### config.mk
export PLATFORM = sky130hd
export DESIGN_NAME = i2s_master
export DESIGN_NICKNAME = d
export VERILOG_FILES = /design/src/rtl/i2s_pkg.sv /design/src/rtl/i2s_clkgen.sv /design/src/rtl/i2s_master.sv
export SDC_FILE = /design/constraint.sdc
export NUM_CORES = 1
export LEC_CHECK = 0
export CELL_PAD_IN_SITES_DETAIL_PLACEMENT = 0
export CELL_PAD_IN_SITES_GLOBAL_PLACEMENT = 2
export CORE_MARGIN = 2
export CORE_UTILIZATION = 37
export CTS_BUF_LIST = sky130_fd_sc_hd__clkbuf_16
export DETAILED_ROUTE_END_ITERATION = 10
export PLACE_DENSITY_LB_ADDON = 0.1
export SYNTH_ARGS = -nofsm -noshare
export SYNTH_HDL_FRONTEND = slang
export SYNTH_SLANG_ARGS = --single-unit
export TNS_END_PERCENT = 30
### constraint.sdc
create_clock -name clk -period 4.15 [get_ports clk]
set_clock_uncertainty 0.1 [all_clocks]
set_input_delay 0.6225 -clock clk [delete_from_list [all_inputs] [get_ports clk]]
set_output_delay 0.6225 -clock clk [all_outputs]
set_load 0.02 [all_outputs]
### src/rtl/i2s_pkg.sv
// ---------------------------------------------------------------------------
// i2s_pkg
// Shared definitions for the I2S master: default sample and slot widths, the
// stereo sample layout ({left, right}, left in the upper half) and the
// channel encoding that matches the lrclk level (0 = left, 1 = right).
// ---------------------------------------------------------------------------
package i2s_pkg;

    localparam int I2S_SAMPLE_WIDTH = 24;
    localparam int I2S_SLOT_WIDTH   = 32;

    typedef struct packed {
        logic [I2S_SAMPLE_WIDTH-1:0] left;
        logic [I2S_SAMPLE_WIDTH-1:0] right;
    } stereo_sample_t;

    typedef enum logic {
        LEFT  = 1'b0,
        RIGHT = 1'b1
    } channel_e;

endpackage

### src/rtl/i2s_clkgen.sv
// ---------------------------------------------------------------------------
// i2s_clkgen
// Divides the system clock into bclk and tracks the bit position inside the
// stereo frame.
//
// Ports:
//   clk, reset_n   system clock, asynchronous active-low reset
//   bclk           bit clock (idles high out of reset)
//   lrclk          word select, 0 = left slot, 1 = right slot
//   fall_stb       high for the clk cycle whose edge makes bclk fall
//   rise_stb       high for the clk cycle whose edge makes bclk rise
//   bit_cnt        current bit position in the frame (0 .. 2*SLOT_WIDTH-1)
//   bit_cnt_next   position bit_cnt takes at the coming fall
// ---------------------------------------------------------------------------
module i2s_clkgen
    import i2s_pkg::*;
#(
    parameter int BCLK_HALF_PERIOD = 16,
    parameter int SLOT_WIDTH       = I2S_SLOT_WIDTH
) (
    input  logic                              clk,
    input  logic                              reset_n,
    output logic                              bclk,
    output logic                              lrclk,
    output logic                              fall_stb,
    output logic                              rise_stb,
    output logic [$clog2(2*SLOT_WIDTH)-1:0]   bit_cnt,
    output logic [$clog2(2*SLOT_WIDTH)-1:0]   bit_cnt_next
);

    localparam int DIV_W = $clog2(BCLK_HALF_PERIOD);
    localparam int BCW   = $clog2(2*SLOT_WIDTH);
    localparam logic [DIV_W-1:0] DIV_LAST = DIV_W'(BCLK_HALF_PERIOD-1);
    localparam logic [BCW-1:0]   BIT_LAST = BCW'(2*SLOT_WIDTH-1);
    localparam logic [BCW-1:0]   SLOT_C   = BCW'(SLOT_WIDTH);

    logic [DIV_W-1:0] div_cnt_q, div_cnt_d;
    logic             bclk_q, bclk_d;
    logic             lrclk_q, lrclk_d;
    logic [BCW-1:0]   bit_cnt_q, bit_cnt_d;
    logic             term;

    always_comb begin
        term         = (div_cnt_q == DIV_LAST);
        div_cnt_d    = term ? '0 : div_cnt_q + 1'b1;
        bclk_d       = term ? ~bclk_q : bclk_q;
        // Strobes are combinational so that the datapath registers update on
        // the same clk edge that flips bclk.
        fall_stb     = term && bclk_q;
        rise_stb     = term && !bclk_q;
        bit_cnt_next = (bit_cnt_q == BIT_LAST) ? '0 : bit_cnt_q + 1'b1;
        bit_cnt_d    = fall_stb ? bit_cnt_next : bit_cnt_q;
        lrclk_d      = fall_stb ? (bit_cnt_next >= SLOT_C) : lrclk_q;
    end

    always_ff @(posedge clk or negedge reset_n) begin
        if (!reset_n) begin
            div_cnt_q <= '0;
            bclk_q    <= 1'b1;
            lrclk_q   <= 1'b1;
            bit_cnt_q <= BIT_LAST;
        end else begin
            div_cnt_q <= div_cnt_d;
            bclk_q    <= bclk_d;
            lrclk_q   <= lrclk_d;
            bit_cnt_q <= bit_cnt_d;
        end
    end

    assign bclk    = bclk_q;
    assign lrclk   = lrclk_q;
    assign bit_cnt = bit_cnt_q;

endmodule

### src/rtl/i2s_master.sv
// ---------------------------------------------------------------------------
// i2s_master
// Clock-owning end of an I2S link. Generates bclk/lrclk, shifts stereo DAC
// samples out on sdata_o and collects stereo ADC samples from sdata_i.
//
// Ports:
//   clk, reset_n                  system clock, asynchronous active-low reset
//   tx_sample_data/valid/ready    stereo samples to send, {left, right}
//   rx_sample_data/valid/ready    received stereo samples, {left, right}
//   bclk, lrclk, sdata_o          I2S outputs (lrclk 0 = left)
//   sdata_i                       I2S input, already synchronous to clk
//   clear_status                  one-cycle pulse clearing the sticky flags
//   underrun                      sticky: frame started with no tx sample held
//   overrun                       sticky: rx sample replaced before consumed
//
// Build option I2S_LOOPBACK_EN: the receiver samples the sdata_o register
// instead of sdata_i (sdata_i is then ignored).
// ---------------------------------------------------------------------------
module i2s_master
    import i2s_pkg::*;
#(
    parameter int BCLK_HALF_PERIOD = 16,
    parameter int SAMPLE_WIDTH     = I2S_SAMPLE_WIDTH,
    parameter int SLOT_WIDTH       = I2S_SLOT_WIDTH
) (
    input  logic                      clk,
    input  logic                      reset_n,
    input  logic [2*SAMPLE_WIDTH-1:0] tx_sample_data,
    input  logic                      tx_sample_valid,
    output logic                      tx_sample_ready,
    output logic [2*SAMPLE_WIDTH-1:0] rx_sample_data,
    output logic                      rx_sample_valid,
    input  logic                      rx_sample_ready,
    output logic                      bclk,
    output logic                      lrclk,
    output logic                      sdata_o,
    input  logic                      sdata_i,
    input  logic                      clear_status,
    output logic                      underrun,
    output logic                      overrun
);

    localparam int DW  = 2*SAMPLE_WIDTH;
    localparam int BCW = $clog2(2*SLOT_WIDTH);
    localparam logic [BCW-1:0] SLOT_C    = BCW'(SLOT_WIDTH);
    localparam logic [BCW-1:0] SW_C      = BCW'(SAMPLE_WIDTH);
    localparam logic [BCW-1:0] LAST_RX_C = BCW'(SLOT_WIDTH + SAMPLE_WIDTH);

    logic           fall_stb, rise_stb;
    logic [BCW-1:0] bit_cnt, bit_cnt_next;

    i2s_clkgen #(
        .BCLK_HALF_PERIOD (BCLK_HALF_PERIOD),
        .SLOT_WIDTH       (SLOT_WIDTH)
    ) u_clkgen (
        .clk          (clk),
        .reset_n      (reset_n),
        .bclk         (bclk),
        .lrclk        (lrclk),
        .fall_stb     (fall_stb),
        .rise_stb     (rise_stb),
        .bit_cnt      (bit_cnt),
        .bit_cnt_next (bit_cnt_next)
    );

    // Position inside the current slot; 0 is the one-bclk I2S delay bit.
    function automatic logic [BCW-1:0] slot_pos(input logic [BCW-1:0] n);
        return (n >= SLOT_C) ? n - SLOT_C : n;
    endfunction

    function automatic channel_e slot_chan(input logic [BCW-1:0] n);
        return (n >= SLOT_C) ? RIGHT : LEFT;
    endfunction

    function automatic logic in_sample(input logic [BCW-1:0] k);
        return (k >= BCW'(1)) && (k <= SW_C);
    endfunction

    // Bit carried at slot position k (MSB at k = 1); 0 outside the sample.
    function automatic logic pick_bit(input logic [SAMPLE_WIDTH-1:0] word,
                                      input logic [BCW-1:0]          k);
        logic b;
        b = 1'b0;
        for (int i = 0; i < SAMPLE_WIDTH; i++) begin
            if (in_sample(k) && (BCW'(i) == SW_C - k)) begin
                b = word[i];
            end
        end
        return b;
    endfunction

    logic [DW-1:0] hold_q, hold_d;
    logic          hold_full_q, hold_full_d;
    logic [DW-1:0] tx_shift_q, tx_shift_d;
    logic          sdata_q, sdata_d;
    logic [DW-1:0] rx_shift_q, rx_shift_d;
    logic [DW-1:0] rx_data_q, rx_data_d;
    logic          rx_valid_q, rx_valid_d;
    logic          underrun_q, underrun_d;
    logic          overrun_q, overrun_d;

    logic                    rx_bit;
    logic                    frame_start, present, tx_xfer;
    logic                    underrun_set, overrun_set;
    logic [BCW-1:0]          k_fall, k_rise;
    channel_e                ch_fall, ch_rise;
    logic [SAMPLE_WIDTH-1:0] tx_word;

`ifdef I2S_LOOPBACK_EN
    logic unused_sdata_i;
    assign unused_sdata_i = sdata_i;
    assign rx_bit         = sdata_q;
`else
    assign rx_bit = sdata_i;
`endif

    always_comb begin
        hold_d      = hold_q;
        hold_full_d = hold_full_q;
        tx_shift_d  = tx_shift_q;
        sdata_d     = sdata_q;
        rx_shift_d  = rx_shift_q;
        rx_data_d   = rx_data_q;
        rx_valid_d  = rx_valid_q;

        tx_xfer      = tx_sample_valid && !hold_full_q;
        frame_start  = fall_stb && (bit_cnt_next == '0);
        underrun_set = frame_start && !hold_full_q;

        // Frame start drains the hold register before a same-cycle transfer
        // refills it.
        if (frame_start) begin
            tx_shift_d  = hold_full_q ? hold_q : '0;
            hold_full_d = 1'b0;
        end
        if (tx_xfer) begin
            hold_d      = tx_sample_data;
            hold_full_d = 1'b1;
        end

        k_fall  = slot_pos(bit_cnt_next);
        ch_fall = slot_chan(bit_cnt_next);
        tx_word = (ch_fall == LEFT) ? tx_shift_q[DW-1:SAMPLE_WIDTH]
                                    : tx_shift_q[SAMPLE_WIDTH-1:0];
        if (fall_stb) begin
            sdata_d = pick_bit(tx_word, k_fall);
        end

        k_rise  = slot_pos(bit_cnt);
        ch_rise = slot_chan(bit_cnt);
        if (rise_stb && in_sample(k_rise)) begin
            for (int i = 0; i < SAMPLE_WIDTH; i++) begin
                if (BCW'(i) == SW_C - k_rise) begin
                    if (ch_rise == LEFT) begin
                        rx_shift_d[SAMPLE_WIDTH+i] = rx_bit;
                    end else begin
                        rx_shift_d[i] = rx_bit;
                    end
                end
            end
        end

        // The last right bit lands in rx_shift_d this cycle, so the
        // presented word is taken from the next-state value.
        present     = rise_stb && (bit_cnt == LAST_RX_C);
        overrun_set = present && rx_valid_q && !rx_sample_ready;
        if (present) begin
            rx_data_d  = rx_shift_d;
            rx_valid_d = 1'b1;
        end else if (rx_valid_q && rx_sample_ready) begin
            rx_valid_d = 1'b0;
        end

        underrun_d = underrun_set ? 1'b1 : (clear_status ? 1'b0 : underrun_q);
        overrun_d  = overrun_set  ? 1'b1 : (clear_status ? 1'b0 : overrun_q);
    end

    always_ff @(posedge clk or negedge reset_n) begin
        if (!reset_n) begin
            hold_q      <= '0;
            hold_full_q <= 1'b0;
            tx_shift_q  <= '0;
            sdata_q     <= 1'b0;
            rx_shift_q  <= '0;
            rx_data_q   <= '0;
            rx_valid_q  <= 1'b0;
            underrun_q  <= 1'b0;
            overrun_q   <= 1'b0;
        end else begin
            hold_q      <= hold_d;
            hold_full_q <= hold_full_d;
            tx_shift_q  <= tx_shift_d;
            sdata_q     <= sdata_d;
            rx_shift_q  <= rx_shift_d;
            rx_data_q   <= rx_data_d;
            rx_valid_q  <= rx_valid_d;
            underrun_q  <= underrun_d;
            overrun_q   <= overrun_d;
        end
    end

    assign tx_sample_ready = !hold_full_q;
    assign rx_sample_data  = rx_data_q;
    assign rx_sample_valid = rx_valid_q;
    assign sdata_o         = sdata_q;
    assign underrun        = underrun_q;
    assign overrun         = overrun_q;

endmodule

Word-level counts from Yosys, hierarchy flattened
Index checks and enable logic that the tools add are counted.
{ "op_classes": {"n_eq_ne": 49, "mux": 136, "n_reduce_logical": 46, "add_sub_neg": 6, "n_bitwise": 1, "n_lt_le_gt_ge": 6} }
{ "ops": {"columns": ["cell", "count"], "rows": [
  ["$mux W1", 129],
  ["$eq A4 B6 Y1 const A", 16],
  ["$eq A5 B6 Y1 const A", 16],
  ["$mux W48", 2],
  ["$eq A3 B6 Y1 const A", 8],
  ["$logic_and A1 B1 Y1", 36],
  ["$eq A2 B6 Y1 const A", 4],
  ["$mux W24", 1],
  ["$logic_not A6 Y1", 3],
  ["$mux W6", 3],
  ["$eq A1 B6 Y1 const A", 2],
  ["$eq A6 B6 Y1 const B", 2],
  ["$ge A6 B1 Y1 const B", 2],
  ["$ge A6 B6 Y1 const B", 2],
  ["$le A6 B5 Y1 const B", 2],
  ["$sub A5 B6 Y6 const A", 2],
  ["$sub A6 B6 Y6 const B", 2],
  ["$reduce_bool A2 Y1", 4],
  ["$add A6 B1 Y6 const B", 1],
  ["$add A4 B1 Y4 const B", 1],
  ["$eq A4 B4 Y1 const B", 1],
  ["$mux W4", 1],
  ["$logic_not A1 Y1", 3],
  ["$not A1 Y1", 1]
]} }
{ "totals": {"elab_cells": 257, "register_bits": 209, "in_bits": 54, "output_inout_bits": 55} }

Depth between registers and ports, before layout
{ "depth": {"ltp_word": 31, "ltp_mapped": 14, "mapped_depth_nobuf": 11} }

By module
A second synthesis with hierarchy kept.
{ "hier_totals": {"hier_cells": 844, "hier_area_um2": 8886.0} }
{ "modules_own_cells": {"columns": ["mod", "cells_per_inst", "area_each_um2", "n_inst"], "rows": [
  ["i2s_master", 788, 8314.2, 1],
  ["i2s_clkgen", 56, 571.8, 1]
]} }

Least setup slack after synthesis
No wires, ideal clock.
{ "synth_timing": {"kind": "reg2reg", "start": "register u_clkgen.bit_cnt_q[1] (netlist: u_clkgen.bit_cnt[1])", "end": "register rx_data_q[12] (netlist: rx_sample_data[12])", "arrival_ns": 3.036, "setup_slack_ns": 0.889, "required_ns": 3.925, "setup_time_ns": 0.125, "path_buffers": 3, "stages_incl_launch_ff": 14, "path_cell_list": "dfstp_2 clkbuf_2 buf_2 inv_1 ha_1 clkbuf_1 nand2b_4 nor3_1 a2111oi_4 nand2_2 or2_2 nor2_1 mux2_2 mux2_2"} }
{ "synth_via": {"elab_chain_len": 6} }
{ "synth_rtl": {"columns": ["item", "line", "text"], "rows": [
  ["start: declaration", "i2s_clkgen.sv:40", "logic [BCW-1:0] bit_cnt_q, bit_cnt_d;"],
  ["start signal: assignment", "i2s_clkgen.sv:66", "bit_cnt_q <= bit_cnt_d;"],
  ["$sub A6 B6 Y6 or $ge A6 B6 Y1 (tied branches)", "i2s_master.sv:68, i2s_master.sv:72", null],
  ["$mux W6", "i2s_master.sv:68", "return (n >= SLOT_C) ? n - SLOT_C : n;"],
  ["$sub A5 B6 Y6 (tied with other cells)", "i2s_master.sv:153", "if (BCW'(i) == SW_C - k_rise) begin"],
  ["$eq A4 B6 Y1 or $logic_and A1 B1 Y1 (tied branches)", "i2s_master.sv:153, i2s_master.sv:76", null],
  ["$mux W1 or $logic_and A1 B1 Y1 (tied branches)", "i2s_master.sv:153, i2s_master.sv:151", null],
  ["$mux W48 *", "i2s_master.sv:151", "if (rise_stb && in_sample(k_rise)) begin"],
  ["via rx_shift_d[12]", "i2s_master.sv:96", "logic [DW-1:0] rx_shift_q, rx_shift_d;"],
  ["end signal: assignment", "i2s_master.sv:195", "rx_data_q <= rx_data_d;"],
  ["end: declaration", "i2s_master.sv:97", "logic [DW-1:0] rx_data_q, rx_data_d;"]
]} }
The timed path passes the listed nets; every way through them passes the cells marked *.
A chain may end at the register's enable or synchronous reset.

Worst setup path after layout
{ "layout_timing": {"start": "register u_clkgen.bit_cnt_q[0] (netlist: u_clkgen.bit_cnt[0])", "end": "register sdata_q (netlist: sdata_o)"} }
{ "layout_via": {"elab_chain_len": 31} }
{ "layout_rtl": {"columns": ["item", "line", "text"], "rows": [
  ["$add A6 B1 Y6 or $eq A6 B6 Y1 (tied branches)", "i2s_clkgen.sv:51", "bit_cnt_next = (bit_cnt_q == BIT_LAST) ? '0 : bit_cnt_q + 1'b1;"],
  ["$mux W6 *", "i2s_clkgen.sv:51", null],
  ["via bit_cnt_next[1]", "i2s_master.sv:50", "logic [BCW-1:0] bit_cnt, bit_cnt_next;"],
  ["$sub A6 B6 Y6 or $ge A6 B6 Y1 (tied branches)", "i2s_master.sv:68, i2s_master.sv:72", null],
  ["$mux W6", "i2s_master.sv:68", null],
  ["$sub A5 B6 Y6 (tied with other cells)", "i2s_master.sv:85", "if (in_sample(k) && (BCW'(i) == SW_C - k)) begin"],
  ["$logic_not A6 Y1 or $logic_and A1 B1 Y1 (tied branches)", "i2s_master.sv:85, i2s_master.sv:76", null],
  ["$logic_and A1 B1 Y1", "i2s_master.sv:85", null],
  ["$mux W1 (23 in a row)", "i2s_master.sv:85", null],
  ["$mux W1 *", "i2s_master.sv:85", null],
  ["end signal: assignment", "i2s_master.sv:193", "sdata_q <= sdata_d;"],
  ["end: declaration", "i2s_master.sv:95", "logic sdata_q, sdata_d;"]
]} }
Marks and branches as above.

==> summary.txt <==
hold bufs inserted after CTS = 0
pin count of the biggest net entering global routing = 90
Routed Antenna Nets = 0
RSZ-0062 raised after global routing = false
WL per Instance = 17.7 um
quantity of I/O buffers inserted on ports = 108
Unique masters post-synth = 72
Slew HR = 39.4%
Die X = 166 um
global route overflow = 0
Residual DRC = 0
critical path class = flip-flop to flip-flop
CP endpoint = sdata_o
Post-CTS Setup Bufs = 0
Overall Global Routing Usage = 17.3%
cell row count = 59
CTS tree = done
Hold Vio Cnt, Final = 0
clk sinks = 209
H-tree depth = 1
Max Clock Freq = 274 MHz
sequential share of the synthesized area = 53.9%
core area = 0.0259 mm2
async set-reset flop share out of synthesis = 100%
Syn Inst Count = 888
# Max-Cap Violations = 0
status = finished, final reports clean
vias in the first global route = 7212
Util after Layout = 46.1%
DR vias = 6813
fillcell total = 2420
GPL Wtd Cong = 0.901
first-pass GRT wire length = 39300 um
worst r2r src = u_clkgen.bit_cnt[0]
Starting Density = 37.5%
Max VDD drop = 0.000226 V
most frequent cells in the layout = dfrtp_1 (201), nand2_1 (160), mux2_2 (144), clkdlybuf4s50_1 (107), nand3_1 (60)
DR iter-0 viols = 389
Skew-Pair Late Insertion Delay = 0.51 ns
post-DP HPWL = 16100 um
crit path time final = 3.65 ns
Crit. Startpoint = u_clkgen.bit_cnt[0]
Worst Path Arrival = 3.93 ns
Post-synth EDFFs = 0
actual slew at the worst max-slew pin = 0.908 ns
crit end category = flip-flop
Bufs on Longest Clock Path = 3
Crit path required time = 4.43 ns
Post-Layout Cell Count = 1331
final net count = 1042
worst reg2reg setup slack = 0.50 ns
net count after synthesis = 949
share of cells above drive strength 1 = 23.4%
final wirelength = 23600 um
#FFs+latches synth = 209
DRT Pass-1 Iters = 5
fin crit share = 88.0%
clk root buf = clkbuf_16
die height = 166 um
Inserted Clock Buffers = 24
pwr/cell area = 402 mW/mm2
hold crit path type = primary input to async pin
area occupied by multi-input gates = 0.00416 mm2
Worst setup SP type = flip-flop
hold_ws = 0.0733 ns
endpoints failing setup = 0
commonest non-fill, non-tap cell in the layout = dfrtp_1
initial antenna violation count = 0
Clock Pin Slew Worst Setup and Hold Paths = 0.06 ns
syn avg cell area = 10.9 um2
Final TNS setup = 0 ns
FF/Latch Area = 0.00524 mm2
Syn-to-layout area delta = 22.9%
Reg-to-Reg End = sdata_o
Pins Over Slew Limit = 0
Via-to-Cell Ratio = 5.12
Crit Path Max Fanout = 20
Antenna Cells = 0
die area = 0.0276 mm2
leak pwr = 5.28 nW
I/O pin cnt = 109
post_cts resized = 0
Cells after DPL = 1290
Post-Syn Area = 0.00971 mm2
worst r2r path cells = 11
Total Power = 4.80 mW
YS warnings = 0
commonest register cell after synthesis = dfrtp_1
synth_stat cells, drive strengths merged, types with 2 or more instances:
library cell / n / share of area [%]
a31oi: 9 / 0.58
o22ai: 4 / 0.26
buf: 20 / 1.2
and3: 2 / 0.13
a22oi: 2 / 0.15
xor2: 2 / 0.18
a31o: 2 / 0.18
nand3: 61 / 3.3
a21o: 3 / 0.23
nand4: 3 / 0.19
inv: 14 / 0.54
a2111oi: 4 / 0.68
o21ai: 23 / 1.2
nor4: 2 / 0.13
a21oi: 25 / 1.3
nor3: 12 / 0.67
mux2: 149 / 17
and2: 7 / 0.45
a22o: 2 / 0.18
mux2i: 9 / 0.93
o21a: 2 / 0.15
dfrtp: 201 / 52
ha: 7 / 0.90
xnor2: 7 / 0.63
clkbuf: 42 / 1.6
a211oi: 3 / 0.23
nor2b: 2 / 0.13
o211ai: 5 / 0.39
nor3b: 4 / 0.31
nor4b: 2 / 0.18
o31a: 3 / 0.27
nand2b: 2 / 0.21
or2: 4 / 0.28
nand2: 161 / 6.2
nand3b: 3 / 0.23
o2bb2ai: 2 / 0.18
a311oi: 4 / 0.36
or3: 3 / 0.19
nor2: 49 / 2.0
dfstp: 8 / 2.2
o31ai: 3 / 0.23
metal layers:
| layer | vias to the layer above | track usage [%] | routed length (um) |
|---|---|---|---|
| met2 | 132 | 26.1 | 10400 |
| met3 | 30 | 2.93 | 1000 |
| met1 | 3384 | 25.9 | 11900 |
| li1 | 3267 | - | - |
| met5 | - | 0 | 0 |
| met4 | 0 | 3.93 | 339 |
power by group:
part / internal [mW] / total (mW) / switching (mW)
Combinational: 0.203 / 0.328 / 0.125
Sequential: 2.24 / 2.34 / 0.106
Clock: 1.33 / 2.13 / 0.805
Total: 3.76 / 4.80 / 1.04
area by class of cell:
class / instances / area share [%]
Sequential cell: 209 / 43.9
Timing Repair Buffer: 129 / 10.6
Inverter: 15 / 0.471
Tap cell: 335 / 3.51
Multi-Input combinational cell: 602 / 34.8
Clock inverter: 16 / 1.44
Clock buffer: 25 / 5.24
worst min-delay path by stage:
| stage | from | depth (start not counted) | to | slack, ns |
|---|---|---|---|---|
| final | reset_n | 1 | hold_q[45] | 0.07 |
| after floorplan | reset_n | 0 | hold_full_q | 0.23 |
| after global routing | reset_n | 1 | hold_q[45] | 0.12 |
| after CTS | reset_n | 1 | tx_shift_q[45] | 0.09 |
| after detailed placement | tx_shift_q[14] | 2 | tx_shift_q[14] | 0.36 |
| after global placement | tx_shift_q[14] | 2 | tx_shift_q[14] | 0.36 |
kinds of logic (layout without fill, tap and decap cells):
| group | count (synthesis) | in the layout | share of synthesized area, % |
|---|---|---|---|
| buf+inv | 77 | 185 | 3.41 |
| fa+ha+maj | 7 | 7 | 0.902 |
| simple gates | 319 | 319 | 14.8 |
| mux | 158 | 158 | 18.4 |
| xor+xnor | 9 | 9 | 0.812 |
| compound gates | 109 | 109 | 7.77 |
| flops | 209 | 209 | 53.9 |
flip-flops by register name, summed over array words and instances, names as in the netlist:
name,cells
hold_full_q,1
hold_q,48
overrun,1
rx_sample_data,48
rx_sample_valid,1
rx_shift_q,48
sdata_o,1
tx_shift_q,48
u_clkgen.bclk,1
u_clkgen.bit_cnt,6
u_clkgen.div_cnt_q,4
u_clkgen.lrclk,1
underrun,1
metrics by stage:
stage	setup WS, ns	instance area, um2
after floorplan	0.889	9710
after global placement	0.723	11100
after detailed placement	0.566	11100
after CTS	0.545	11900
after global routing	0.101	11900
final	0.498	11900
critical path, stage by stage, from the launching register on:
cell      delay, ns
dfstp_2        0.73
inv_1          0.15
ha_1           0.38
nor3b_1        0.34
xnor2_1        0.19
and2_1         0.22
inv_1          0.09
a211o_1        0.29
a311oi_1       0.31
a21oi_1        0.11
o41ai_1        0.46
a21oi_1        0.13
Note: power is estimated with default switching activity, not from simulation.
